--- src/rtl/lcd_text_ctrl.sv ---
`default_nettype none
// ----------------------------------------------------------------------------
// lcd_text_ctrl : HD44780 8-bit text controller with input FIFO and cursor.
// Rev 1.0
// ----------------------------------------------------------------------------
module lcd_text_ctrl #(
  parameter int CLK_HZ     = 32768,
  parameter int COLS       = 16,
  parameter int ROWS       = 2,
  parameter int FIFO_DEPTH = 8
) (
  input  logic       clk,
  input  logic       rst_n,
  input  logic [7:0] ascii_in,
  input  logic       ascii_valid,
  output logic       ascii_ready,
  output logic       init_done,
  output logic [7:0] lcd_data,
  output logic       lcd_rs,
  output logic       lcd_rw,
  output logic       lcd_e
);

  localparam longint PWR_RAW = longint'(CLK_HZ) * 40 / 1000;
  localparam longint W5_RAW  = longint'(CLK_HZ) * 5 / 1000;
  localparam longint W1_RAW  = longint'(CLK_HZ) / 1000;
  localparam int PWR     = (PWR_RAW < 1) ? 1 : int'(PWR_RAW);
  localparam int W5      = (W5_RAW < 1) ? 1 : int'(W5_RAW);
  localparam int W1      = (W1_RAW < 1) ? 1 : int'(W1_RAW);
  localparam int WS      = 3;
  // Widened to WS as well so a tiny CLK_HZ cannot truncate the fixed setup wait.
  localparam int CNT_MAX = (PWR > WS) ? PWR : WS;
  localparam int CW      = $clog2(CNT_MAX + 1);
  localparam int AW      = $clog2(FIFO_DEPTH);
  localparam int COLW    = $clog2(COLS + 1);

  localparam logic [CW-1:0] PWR_C = CW'(PWR);
  localparam logic [CW-1:0] W5_C  = CW'(W5);
  localparam logic [CW-1:0] W1_C  = CW'(W1);
  localparam logic [CW-1:0] WS_C  = CW'(WS);
  localparam logic [7:0]    FUNC  = (ROWS > 1) ? 8'h38 : 8'h30;

  typedef enum logic [3:0] {
    ST_RESET      = 4'd0,
    ST_PWR_WAIT   = 4'd1,
    ST_INIT_CMD   = 4'd2,
    ST_INIT_WAIT  = 4'd3,
    ST_IDLE       = 4'd4,
    ST_DISPATCH   = 4'd5,
    ST_SET_ADDR   = 4'd6,
    ST_WRITE_CHAR = 4'd7,
    ST_CLEAR      = 4'd8,
    ST_BYTE_SETUP = 4'd9,
    ST_E_HIGH     = 4'd10,
    ST_E_LOW_WAIT = 4'd11
  } state_t;

  state_t            state, ret_state;
  logic [CW-1:0]     cnt, wait_n;
  logic [2:0]        idx;
  logic [7:0]        cur;
  logic [1:0]        row;
  logic [COLW-1:0]   col;

  logic [7:0]        mem [FIFO_DEPTH];
  logic [AW:0]       wr_ptr, rd_ptr;
  logic              full, empty, push, pop;

  assign full        = (wr_ptr - rd_ptr) == (AW+1)'(FIFO_DEPTH);
  assign empty       = (wr_ptr == rd_ptr);
  assign push        = ascii_valid && !full;
  assign pop         = (state == ST_IDLE) && !empty;
  assign ascii_ready = !full;
  assign lcd_rw      = 1'b0;

  function automatic logic [6:0] row_base(input logic [1:0] r);
    case (r)
      2'd0:    return 7'h00;
      2'd1:    return 7'h40;
      2'd2:    return 7'h14;
      default: return 7'h54;
    endcase
  endfunction

  function automatic logic [1:0] next_row(input logic [1:0] r);
    return (r == 2'(ROWS - 1)) ? 2'd0 : r + 2'd1;
  endfunction

  always_ff @(posedge clk) begin
    if (push) mem[wr_ptr[AW-1:0]] <= ascii_in;
  end

  always_ff @(posedge clk or negedge rst_n) begin
    if (!rst_n) begin
      wr_ptr <= '0;
      rd_ptr <= '0;
    end else begin
      if (push) wr_ptr <= wr_ptr + 1'b1;
      if (pop)  rd_ptr <= rd_ptr + 1'b1;
    end
  end

  always_ff @(posedge clk or negedge rst_n) begin
    if (!rst_n) begin
      state     <= ST_RESET;
      ret_state <= ST_IDLE;
      cnt       <= '0;
      wait_n    <= '0;
      idx       <= '0;
      cur       <= '0;
      row       <= '0;
      col       <= '0;
      lcd_data  <= 8'h00;
      lcd_rs    <= 1'b0;
      lcd_e     <= 1'b0;
      init_done <= 1'b0;
    end else begin
      case (state)
        ST_RESET: begin
          cnt   <= PWR_C;
          idx   <= '0;
          lcd_e <= 1'b0;
          state <= ST_PWR_WAIT;
        end
        ST_PWR_WAIT: begin
          if (cnt == '0) state <= ST_INIT_CMD;
          else           cnt   <= cnt - 1'b1;
        end
        ST_INIT_CMD: begin
          lcd_rs <= 1'b0;
          case (idx)
            3'd0:    begin lcd_data <= 8'h30; wait_n <= W5_C; end
            3'd1,
            3'd2:    begin lcd_data <= 8'h30; wait_n <= W1_C; end
            3'd3:    begin lcd_data <= FUNC;  wait_n <= WS_C; end
            3'd4:    begin lcd_data <= 8'h0C; wait_n <= WS_C; end
            3'd5:    begin lcd_data <= 8'h06; wait_n <= WS_C; end
            default: begin lcd_data <= 8'h01; wait_n <= W5_C; end
          endcase
          ret_state <= ST_INIT_WAIT;
          state     <= ST_BYTE_SETUP;
        end
        ST_INIT_WAIT: begin
          if (idx == 3'd6) begin
            init_done <= 1'b1;
            state     <= ST_IDLE;
          end else begin
            idx   <= idx + 3'd1;
            state <= ST_INIT_CMD;
          end
        end
        ST_IDLE: begin
          if (!empty) begin
            cur   <= mem[rd_ptr[AW-1:0]];
            state <= ST_DISPATCH;
          end
        end
        ST_DISPATCH: begin
          if (cur >= 8'h20 && cur != 8'h7F) begin
            state <= ST_SET_ADDR;
          end else if (cur == 8'h0D) begin
            col   <= '0;
            state <= ST_IDLE;
          end else if (cur == 8'h0A) begin
            col   <= '0;
            row   <= next_row(row);
            state <= ST_IDLE;
          end else if (cur == 8'h0C) begin
            state <= ST_CLEAR;
          end else begin
            state <= ST_IDLE;
          end
        end
        ST_SET_ADDR: begin
          lcd_data  <= {1'b1, row_base(row) + 7'(col)};
          lcd_rs    <= 1'b0;
          wait_n    <= WS_C;
          ret_state <= ST_WRITE_CHAR;
          state     <= ST_BYTE_SETUP;
        end
        ST_WRITE_CHAR: begin
          lcd_data  <= cur;
          lcd_rs    <= 1'b1;
          wait_n    <= WS_C;
          ret_state <= ST_IDLE;
          state     <= ST_BYTE_SETUP;
          if (col == COLW'(COLS - 1)) begin
            col <= '0;
            row <= next_row(row);
          end else begin
            col <= col + 1'b1;
          end
        end
        ST_CLEAR: begin
          lcd_data  <= 8'h01;
          lcd_rs    <= 1'b0;
          wait_n    <= W5_C;
          ret_state <= ST_IDLE;
          state     <= ST_BYTE_SETUP;
          row       <= '0;
          col       <= '0;
        end
        ST_BYTE_SETUP: begin
          lcd_e <= 1'b1;
          state <= ST_E_HIGH;
        end
        ST_E_HIGH: begin
          lcd_e <= 1'b0;
          cnt   <= wait_n;
          state <= ST_E_LOW_WAIT;
        end
        ST_E_LOW_WAIT: begin
          if (cnt == '0) state <= ret_state;
          else           cnt   <= cnt - 1'b1;
        end
        default: begin
          lcd_e <= 1'b0;
          state <= ST_RESET;
        end
      endcase
    end
  end

endmodule
`default_nettype wire

--- config.mk ---
export PLATFORM = sky130hd
export DESIGN_NAME = lcd_text_ctrl
export DESIGN_NICKNAME = d
export VERILOG_FILES = /design/src/rtl/lcd_text_ctrl.sv
export SDC_FILE = /design/constraint.sdc
export NUM_CORES = 1
export LEC_CHECK = 0
export ABC_AREA = 1
export BUFFER_PORTS_ARGS = -buffer_cell sky130_fd_sc_hd__buf_2
export CAP_MARGIN = 10
export CORE_MARGIN = 2
export CORE_UTILIZATION = 60
export CTS_BUF_LIST = sky130_fd_sc_hd__clkbuf_16
export DETAILED_ROUTE_END_ITERATION = 12
export HOLD_SLACK_MARGIN = 0.15
export PLACE_DENSITY = 0.78
export SLEW_MARGIN = 20
export SYNTH_ARGS = -nofsm -noshare
export SYNTH_HDL_FRONTEND = slang
export SYNTH_SLANG_ARGS = --single-unit
--- constraint.sdc ---
create_clock -name clk -period 7.9 [get_ports clk]
set_clock_uncertainty 0.2 [all_clocks]
set_input_delay 0.79 -clock clk [delete_from_list [all_inputs] [get_ports clk]]
set_output_delay 0.79 -clock clk [all_outputs]
set_load 0.01 [all_outputs]
==> flow_metrics.tcl, run 1 <==
set metrics [dict create \
    hold_class "reg2reg" \
    hold_violations 0 \
    outcome "completed" \
    grt_overflow_total 0 \
    rsz0062_at_grt "no" \
    synthFlopType "edfxtp_1" \
    p_leak_uw 0.00306 \
    setup_viol 0 \
    synth_nets 680 \
    min_from "lcd_rs" \
    die_h_um 104 \
    cts_sinks 121 \
    r2r_end "mem[5][5]" \
    seq_area_frac_synth_pct 56.3 \
    initial_core_util_pct 61.5 \
    setup_ws_ps 4280 \
    critPathKind "reg2reg" \
    yosys_warnings 0 \
    critPathMaxFanout 35 \
    crit_required_ps 7730 \
    async_reset_ff_share_pct 47.1 \
    fmax_ghz 0.277 \
    drc 0 \
    final_nets 705 \
    place_congestion 0.948 \
    wl_um 12900 \
    grt_max_degree 58 \
    power_density_nw_per_um2 255 \
    cts_buffers 17 \
    p_total_uw 1730 \
    clock_path_buffers 2 \
    period_share_pct 45.8 \
    dp.cells 792 \
    grt_pass1_vias 4378 \
    insertion_delay_ps 410 \
    routedWlPerCell_um 15.6 \
    grt_pass1_wl_um 21000 \
    io_buffers 22 \
    ir_drop_mv 0.194 \
    hold-path-endpoint "lcd_rs" \
    finalSetupTns_ps 0 \
    syn_to_final_growth_pct 13.8 \
    period_minus_slack_ps 3620 \
    arrival_ps 3450 \
    drive_above_1_share_pct 11.7 \
    r2r_cells 10 \
    grt.total_usage_pct 25.2 \
    die_x_um 104 \
    maxCapViolCount 0 \
    cts_resized 0 \
    num_antenna_cells 0 \
    end_kind "flip-flop" \
    core_um2 9680 \
    maxSlewViolCount 0 \
    synth_cell_types 37 \
    hold_buffers 0 \
    cp-start-kind "flip-flop" \
    tritoncts "done" \
    ios 24 \
    place_ws_ps 4330 \
    vias_per_cell 5.54 \
    postCtsSetupBuffers 0 \
    antenna_found_initial 0 \
    rrSetupSlack_ps 4280 \
    max-slew-margin-rel_pct 32.1 \
    syn_inst 653 \
    dpl.hpwl_um 9150 \
    timing_worst_slew_pin_value_ps 1020 \
    ant_nets 0 \
    syn-mean-instance-area_um2 9.11 \
    ctsHtreeMaxLevel 4 \
    cts-root-buf "clkbuf_16" \
    design.die.area_um2 10700 \
    first_pass_iters 5 \
    reg2reg_from "rd_ptr[1]" \
    synth_area_um2 5950 \
    ys_seq_elements 121 \
    rows 36 \
    utilization_pct 69.9 \
    synth_edf_count 64 \
    path_clk_slew_ps 50 \
    vias 4568 \
    drt_iter0_drc 346 \
    final_cells 824 \
    hold_path_depth 2 \
]
## flip-flops by register name, summed over array words and instances, names as in the netlist
name / count
col: 5
init_done: 1
wr_ptr: 4
wait_n: 3
lcd_rs: 1
cur: 8
cnt: 11
mem: 64
state: 4
rd_ptr: 4
row: 2
lcd_e: 1
lcd_data: 8
idx: 3
ret_state: 2
## worst max-delay path by stage
stage / depth (start not counted) / startpoint / slack, ps / to
after floorplan: 11 / rd_ptr[1] / 4940 / mem[3][0]
after global placement: 10 / rd_ptr[1] / 4540 / mem[5][5]
after detailed placement: 10 / rd_ptr[1] / 4330 / mem[3][4]
after CTS: 10 / rd_ptr[1] / 4300 / mem[3][7]
after global routing: 10 / rd_ptr[1] / 3930 / mem[5][5]
final: 10 / rd_ptr[1] / 4280 / mem[5][5]
## cell usage in the layout (no fill, tap or decap), drive strengths merged
master	Yosys	layout
o2111ai	1	1
xnor2	4	4
conb	1	1
nor3b	1	1
clkbuf	11	17
nor3	11	11
dfstp	1	1
o22a	2	2
or2	5	5
o21bai	1	1
nor2	104	104
clkinv	1	6
o22ai	5	5
bufinv	0	5
o21ai	70	70
buf	6	23
edfxtp	64	64
a21oi	7	7
xor2	6	6
ha	16	16
dfrtp	56	56
o221ai	1	1
nand3	53	53
a31oi	1	1
nand4	1	1
nand2	146	146
inv	62	67
o211ai	16	16
## layer usage
| metal | vias up | global-route usage (%) | wire length, um |
|---|---|---|---|
| li1 | 2233 | - | - |
| met1 | 2155 | 30.3 | 5320 |
| met2 | 157 | 43.8 | 6530 |
| met3 | 23 | 6.23 | 762 |
| met4 | 0 | 9.75 | 252 |
| met5 | - | 0 | 0 |
## cells in the mapped netlist (2+ instances only)
cell type | n | area share [%]
dfrtp_1 | 56 | 24
clkbuf_1 | 11 | 0.69
buf_6 | 2 | 0.38
o21ai_0 | 61 | 5.1
nand2_2 | 7 | 0.74
nor2_1 | 97 | 6.1
nand2_1 | 135 | 8.5
or2_2 | 5 | 0.53
xnor2_1 | 4 | 0.59
o22a_1 | 2 | 0.29
o21ai_1 | 9 | 0.76
inv_2 | 8 | 0.50
nand2_4 | 4 | 0.76
nor2_4 | 6 | 1.1
o211ai_1 | 16 | 2.0
nor3_1 | 10 | 0.84
a21oi_1 | 7 | 0.59
o22ai_1 | 5 | 0.53
nand3_1 | 53 | 4.5
edfxtp_1 | 64 | 32
buf_2 | 2 | 0.17
ha_1 | 16 | 3.4
xor2_1 | 6 | 0.88
inv_1 | 54 | 3.4
## area by class of cell
class                      instances  area, um2
clock buffer                      17        425
timing repair buffer              23        118
tap                              133        166
sequential                       121       3350
clock inverter                    15        195
inverter                          63        236
multi-input combinational        452       2280
fill                             721       2910
## through the flow
step | hold WS, ps | cell area (um2)
detailed placement | 253 | 6150
global placement | 255 | 6150
global route | 273 | 6770
floorplan | 242 | 5950
CTS | 267 | 6770
finish | 267 | 6770
## power breakdown
group          internal [uW]  leakage [uW]  switching (uW)
Sequential               727       0.00133            27.4
Clock                    549      0.000322             258
Combinational           49.3       0.00141             115
## critical path, cell delays in order (launching register included)
cell and delay, ps:
dfrtp_1 970, inv_1 150, ha_1 370, nand2_1 90, nand2_1 70, nand2_1 50
nand2_1 60, nor2_1 40, nand2_1 150, nand2_1 260, nor3_1 830
## kinds of logic (layout without fill, tap and decap cells)
| kind of cell | count (synthesis) | after routing | synth area share, % |
|---|---|---|---|
| other cells | 1 | 1 | 0.0630 |
| fa+ha+maj | 16 | 16 | 3.36 |
| simple gates | 321 | 321 | 23.6 |
| flops | 121 | 121 | 56.3 |
| xor+xnor | 10 | 10 | 1.47 |
| compound gates | 104 | 104 | 9.84 |
| buf+inv | 80 | 118 | 5.40 |
No activity file was read; power rests on OpenSTA's default activity.
==> run 2: changes to the inputs <==
CORE_UTILIZATION = 56   (was 60)
PLACE_DENSITY = 0.76   (was 0.78)
clock period = 3 ns   (was 7.9 ns; I/O delays follow)
==> run 2 against run 1 <==
Critical path depth increased by 1. First-iteration DRC count rose by 19%. Sequential power grew to 2.6 times the previous value. Sequential cell count is the same. Total power grew to 2.6 times the previous value. Via count up 4.4%. Combinational power grew to 3.0 times the previous value. Critical endpoint is now mem[3][4]. Largest cell class unchanged. Highest routed layer unchanged.
==> flow_metrics.tcl, run 2 (synthesis results as in run 1) <==
set metrics [dict create \
    timing_worst_slew_pin_value_ps 719 \
    hold_class "reg2reg" \
    r2r_cells 11 \
    drt_iter0_drc 412 \
    io_buffers 22 \
    dpl.hpwl_um 9510 \
    cts_buffers 17 \
    die_x_um 107 \
    seq_area_um2 3350 \
    r2r_end "mem[3][4]" \
    cts_sinks 121 \
    maxCapViolCount 0 \
    cts-root-buf "clkbuf_16" \
    period_minus_slack_ps 2720 \
    power_density_nw_per_um2 637 \
    vias_per_cell 5.62 \
    grt_max_degree 58 \
    cp-start-kind "flip-flop" \
    wl_um 13900 \
    p_switching_uw 1120 \
    critPathKind "reg2reg" \
    multi_input_area_um2 2280 \
    grt_overflow_total 0 \
    drc 0 \
    power_frac_comb_pct 11.1 \
    end_kind "flip-flop" \
    final_cells 849 \
    reg2reg_from "rd_ptr[2]" \
    largest_reg_flops 64 \
    insertion_delay_ps 420 \
    rsz0062_at_grt "no" \
    ctsHtreeMaxLevel 4 \
    finalSetupTns_ps 0 \
    num_antenna_cells 0 \
    max-slew-margin-rel_pct 52.0 \
    final_common_cell "nand2_1" \
    arrival_ps 2630 \
    mostFrequentLayoutCells "135 x nand2_1, 96 x nor2_1, 64 x edfxtp_1, 61 x o21ai_0, 57 x inv_1" \
    path_clk_slew_ps 60 \
    ir_drop_mv 0.552 \
    maxSlewViolCount 0 \
    first_pass_iters 5 \
    ant_nets 0 \
    routedWlPerCell_um 16.3 \
    p_int_uw 3290 \
    antenna_found_initial 0 \
    dp.cells 807 \
    hold_path_depth 2 \
    clock_path_buffers 2 \
    grt.total_usage_pct 26.2 \
    hold_violations 0 \
    rrSetupSlack_ps 280 \
    design.die.area_um2 11500 \
    die_h_um 107 \
    final_nets 727 \
    fmax_ghz 0.368 \
    whs_ps 270 \
    min_from "init_done" \
    vias 4771 \
    p_leak_uw 0.00313 \
    critPathMaxFanout 9 \
    switching_share_pct 25.4 \
    core_um2 10300 \
    crit_required_ps 2920 \
    p_total_uw 4410 \
    hold-path-endpoint "init_done" \
    clockPowerShare_pct 43.9 \
    drive_above_1_share_pct 13.9 \
    place_congestion 0.902 \
    seq_power_share_pct 45.1 \
    grt_pass1_vias 4820 \
    rows 37 \
    initial_core_util_pct 57.7 \
    tritoncts "done" \
    fillCellCount 774 \
    ios 24 \
    outcome "completed" \
    grt_pass1_wl_um 22900 \
    setup_viol 0 \
    period_share_pct 90.5 \
    syn_to_final_growth_pct 16.2 \
]
## run 2: worst max path at each step
stage               startpoint   endpoint  slack (ps)  cells after the start
floorplan            rd_ptr[1]  mem[3][0]          40                     11
global placement     rd_ptr[2]  mem[1][7]         430                      9
detailed placement   rd_ptr[2]  mem[1][7]         280                      9
CTS                  rd_ptr[2]  mem[1][7]         170                      9
global route         rd_ptr[2]  mem[3][4]          50                     11
finish               rd_ptr[2]  mem[3][4]         280                     11
## run 2: metal layers
metal | part of all wire (%) | up-vias | global-route usage (%)
li1 | - | 2277 | -
met1 | 40 | 2263 | 31.2
met2 | 51 | 185 | 45.3
met3 | 6.1 | 46 | 5.78
met4 | 3.4 | 0 | 12.2
met5 | 0 | - | 0
## run 2: stage by stage
stage	setup slack, ps	instance area (um2)	utilization [%]
after floorplan	39.6	5950	-
after global placement	429	6240	60.5
after detailed placement	277	6240	60.5
after CTS	165	6910	67.0
after global routing	49.0	6920	67.0
final	285	6920	67.0
## run 2: what timing repair did
item / 4_1_cts / 5_1_grt
setup buffers: 0 / 0
resized for setup: 0 / 2
hold buffers: 10 / 0
setup endpoints to repair: 0 / 8
endpoints found under the hold margin: 124 / 0
## run 2: power by group through the flow
stage	registers (uW)	logic, uW	clock network [uW]
after floorplan	1990	294	0
after global placement	2010	444	0
after detailed placement	2010	467	0
after CTS	1980	483	1940
after global routing	2000	539	2040
final	1990	488	1930
## run 2: cell type report
type	instances	area share, %
Clock buffer	17	6.15
Tap cell	136	2.46
Sequential cell	121	48.4
Multi-Input combinational cell	452	33.0
Inverter	63	3.47
Timing Repair Buffer	45	4.45
Clock inverter	15	2.06
## run 2: worst max-delay path: stages, from the launching register on
cell and delay (ps):
dfrtp_1 390, clkinvlp_4 200, ha_1 390, a21oi_1 210
nand2_1 80, nand2_1 60, nand2_1 50, nand2_1 190
nand2_1 130, buf_4 180, nor3_1 130, buf_4 200
==> run 3: changes to the inputs <==
CORE_MARGIN = 5   (was 2)
CORE_UTILIZATION = 34   (was 56)
PLACE_DENSITY = not set   (was 0.76)
==> run 3 against run 2 <==
Die area increased by 77%. Critical path depth down 2. Final cell count up 11%. Register-to-register slack gained 230 ps. Design area increased by 2.1%. Global-route usage shrank 12 points. Core utilization decreased by 26 points. Maximum frequency up 9.3%. Highest routed layer unchanged. Worst hold slack worse by 4.8 ps.
==> flow_metrics.tcl, run 3 (synthesis results as in run 1) <==
set metrics [dict create \
    dpl.hpwl_um 9630 \
    utilization_pct 41.0 \
    routedWlPerCell_um 14.4 \
    timing_worst_slew_pin_value_ps 691 \
    ir_drop_mv 0.413 \
    slowest_delay_ps 470 \
    cp-start-kind "flip-flop" \
    wl_um 13600 \
    cts_sinks 121 \
    num_antenna_cells 0 \
    hold_buffers 12 \
    clockPowerShare_pct 44.0 \
    ctsHtreeMaxLevel 4 \
    largest_reg_flops 64 \
    die_x_um 142 \
    p_leak_uw 0.00314 \
    seq_power_share_pct 45.1 \
    crit_required_ps 2930 \
    path_delay_family "simple AND/OR/NAND/NOR gates" \
    setup_viol 0 \
    grt_overflow_total 0 \
    initial_core_util_pct 34.5 \
    seq_area_um2 3350 \
    switching_share_pct 26.3 \
    grt.total_usage_pct 14.2 \
    cts-root-buf "clkbuf_16" \
    syn_to_final_growth_pct 18.6 \
    drive_above_1_share_pct 14.2 \
    cts_buffers 17 \
    power_frac_comb_pct 10.9 \
    period_minus_slack_ps 2480 \
    final_nets 732 \
    crit_path_top_delay_cell "dfrtp_1" \
    p_switching_uw 1150 \
    cts_resized 0 \
    p_int_uw 3230 \
    hold_violations 0 \
    drc 0 \
    hold_class "reg2reg" \
    vias_per_cell 4.76 \
    ant_nets 0 \
    grt_pass1_vias 4319 \
    crit_buf_inv 1 \
    ios 24 \
    insertion_delay_ps 420 \
    maxCapViolCount 0 \
    end_kind "flip-flop" \
    maxSlewViolCount 0 \
    drt_iter0_drc 243 \
    critPathMaxFanout 9 \
    first_pass_iters 5 \
    vias 4484 \
    tritoncts "done" \
    p_total_uw 4380 \
    setup_ws_ps 516 \
    io_buffers 22 \
    cp_cell_sequence "ha_1 > a21oi_1 > nand2_1 > nand2_1 > nand2_1 > nand2_1 > nand2_1 > nor3_1 > buf_4" \
    rsz0062_at_grt "no" \
    period_share_pct 82.8 \
    place_ws_ps 550 \
    clock_path_buffers 2 \
    core_um2 17200 \
    multi_input_area_um2 2280 \
    grt_max_degree 36 \
    antenna_found_initial 0 \
    die_h_um 142 \
    power_density_nw_per_um2 620 \
    path_clk_slew_ps 60 \
    fmax_ghz 0.403 \
    grt_pass1_wl_um 22200 \
    finalSetupTns_ps 0 \
    rows 48 \
    critPathKind "reg2reg" \
    arrival_ps 2410 \
    max-slew-margin-rel_pct 53.9 \
    postCtsSetupBuffers 0 \
    mostFrequentLayoutCells "135 x nand2_1, 97 x nor2_1, 64 x edfxtp_1, 61 x o21ai_0, 56 x dfrtp_1" \
    crit_top_cell "nand2_1" \
    final_common_cell "nand2_1" \
    design.die.area_um2 20300 \
    fillCellCount 1678 \
    place_congestion 0.838 \
    outcome "completed" \
]
## run 3: cell count changes in the layout (fill, tap and decap cells not counted), moves of 2 or more
cell	delta
inv_6	+6
clkinv_2	-2
inv_1	-3
clkinv_1	+2
dlygate4sd3_1	+2
buf_4	+3
clkinv_4	-2
## run 3: path summary, 6_finish.rpt
kind                               endpoint  slack, ps   startpoint  cells past startpoint
worst min-delay path            lcd_data[7]        270  lcd_data[7]                      2
worst max register to register    mem[5][1]        520    wr_ptr[2]                      9
max in group asynchronous       lcd_data[0]        990        rst_n                      4
worst max-delay path              mem[5][1]        520    wr_ptr[2]                      9
min in group asynchronous            cnt[7]        660        rst_n                      3
worst min register to register  lcd_data[7]        270  lcd_data[7]                      2
## run 3: layer usage
layer  up-vias  wire [um]  GRT usage, %
li1       2293          -             -
met3        14        619          3.36
met1      2086       6340          18.6
met4         0        191          4.95
met5         -          0             0
met2        91       6430          23.2
## run 3: stage by stage
step / std cells / hold WS [ps] / area [um2]
2_1_floorplan: 653 / -196 / 5950
3_3_place_gp: 899 / 50.8 / 6380
3_5_place_dp: 899 / 47.8 / 6380
4_1_cts: 943 / 268 / 7060
5_1_grt: 943 / 289 / 7060
6_report: 943 / 266 / 7060
## run 3: area by class of cell
| type | count | share of cell area, % |
|---|---|---|
| multi-input combinational | 452 | 32.3 |
| inverter | 63 | 3.35 |
| sequential | 121 | 47.4 |
| timing repair buffer | 50 | 4.96 |
| clock inverter | 15 | 1.95 |
| clock buffer | 17 | 6.02 |
| tap | 225 | 3.99 |
## run 3: tightest hold or removal path: stages (launching register included)
cell and delay, ps:
dfrtp_1 340, nand2_1 50, nand2_1 40
## run 3: power groups by stage
stage / Combinational, uW / Sequential (uW) / Clock (uW)
floorplan: 294 / 1990 / 0
global placement: 468 / 2000 / 0
detailed placement: 466 / 2010 / 0
CTS: 482 / 1970 / 1970
global route: 539 / 1990 / 2050
finish: 478 / 1970 / 1930
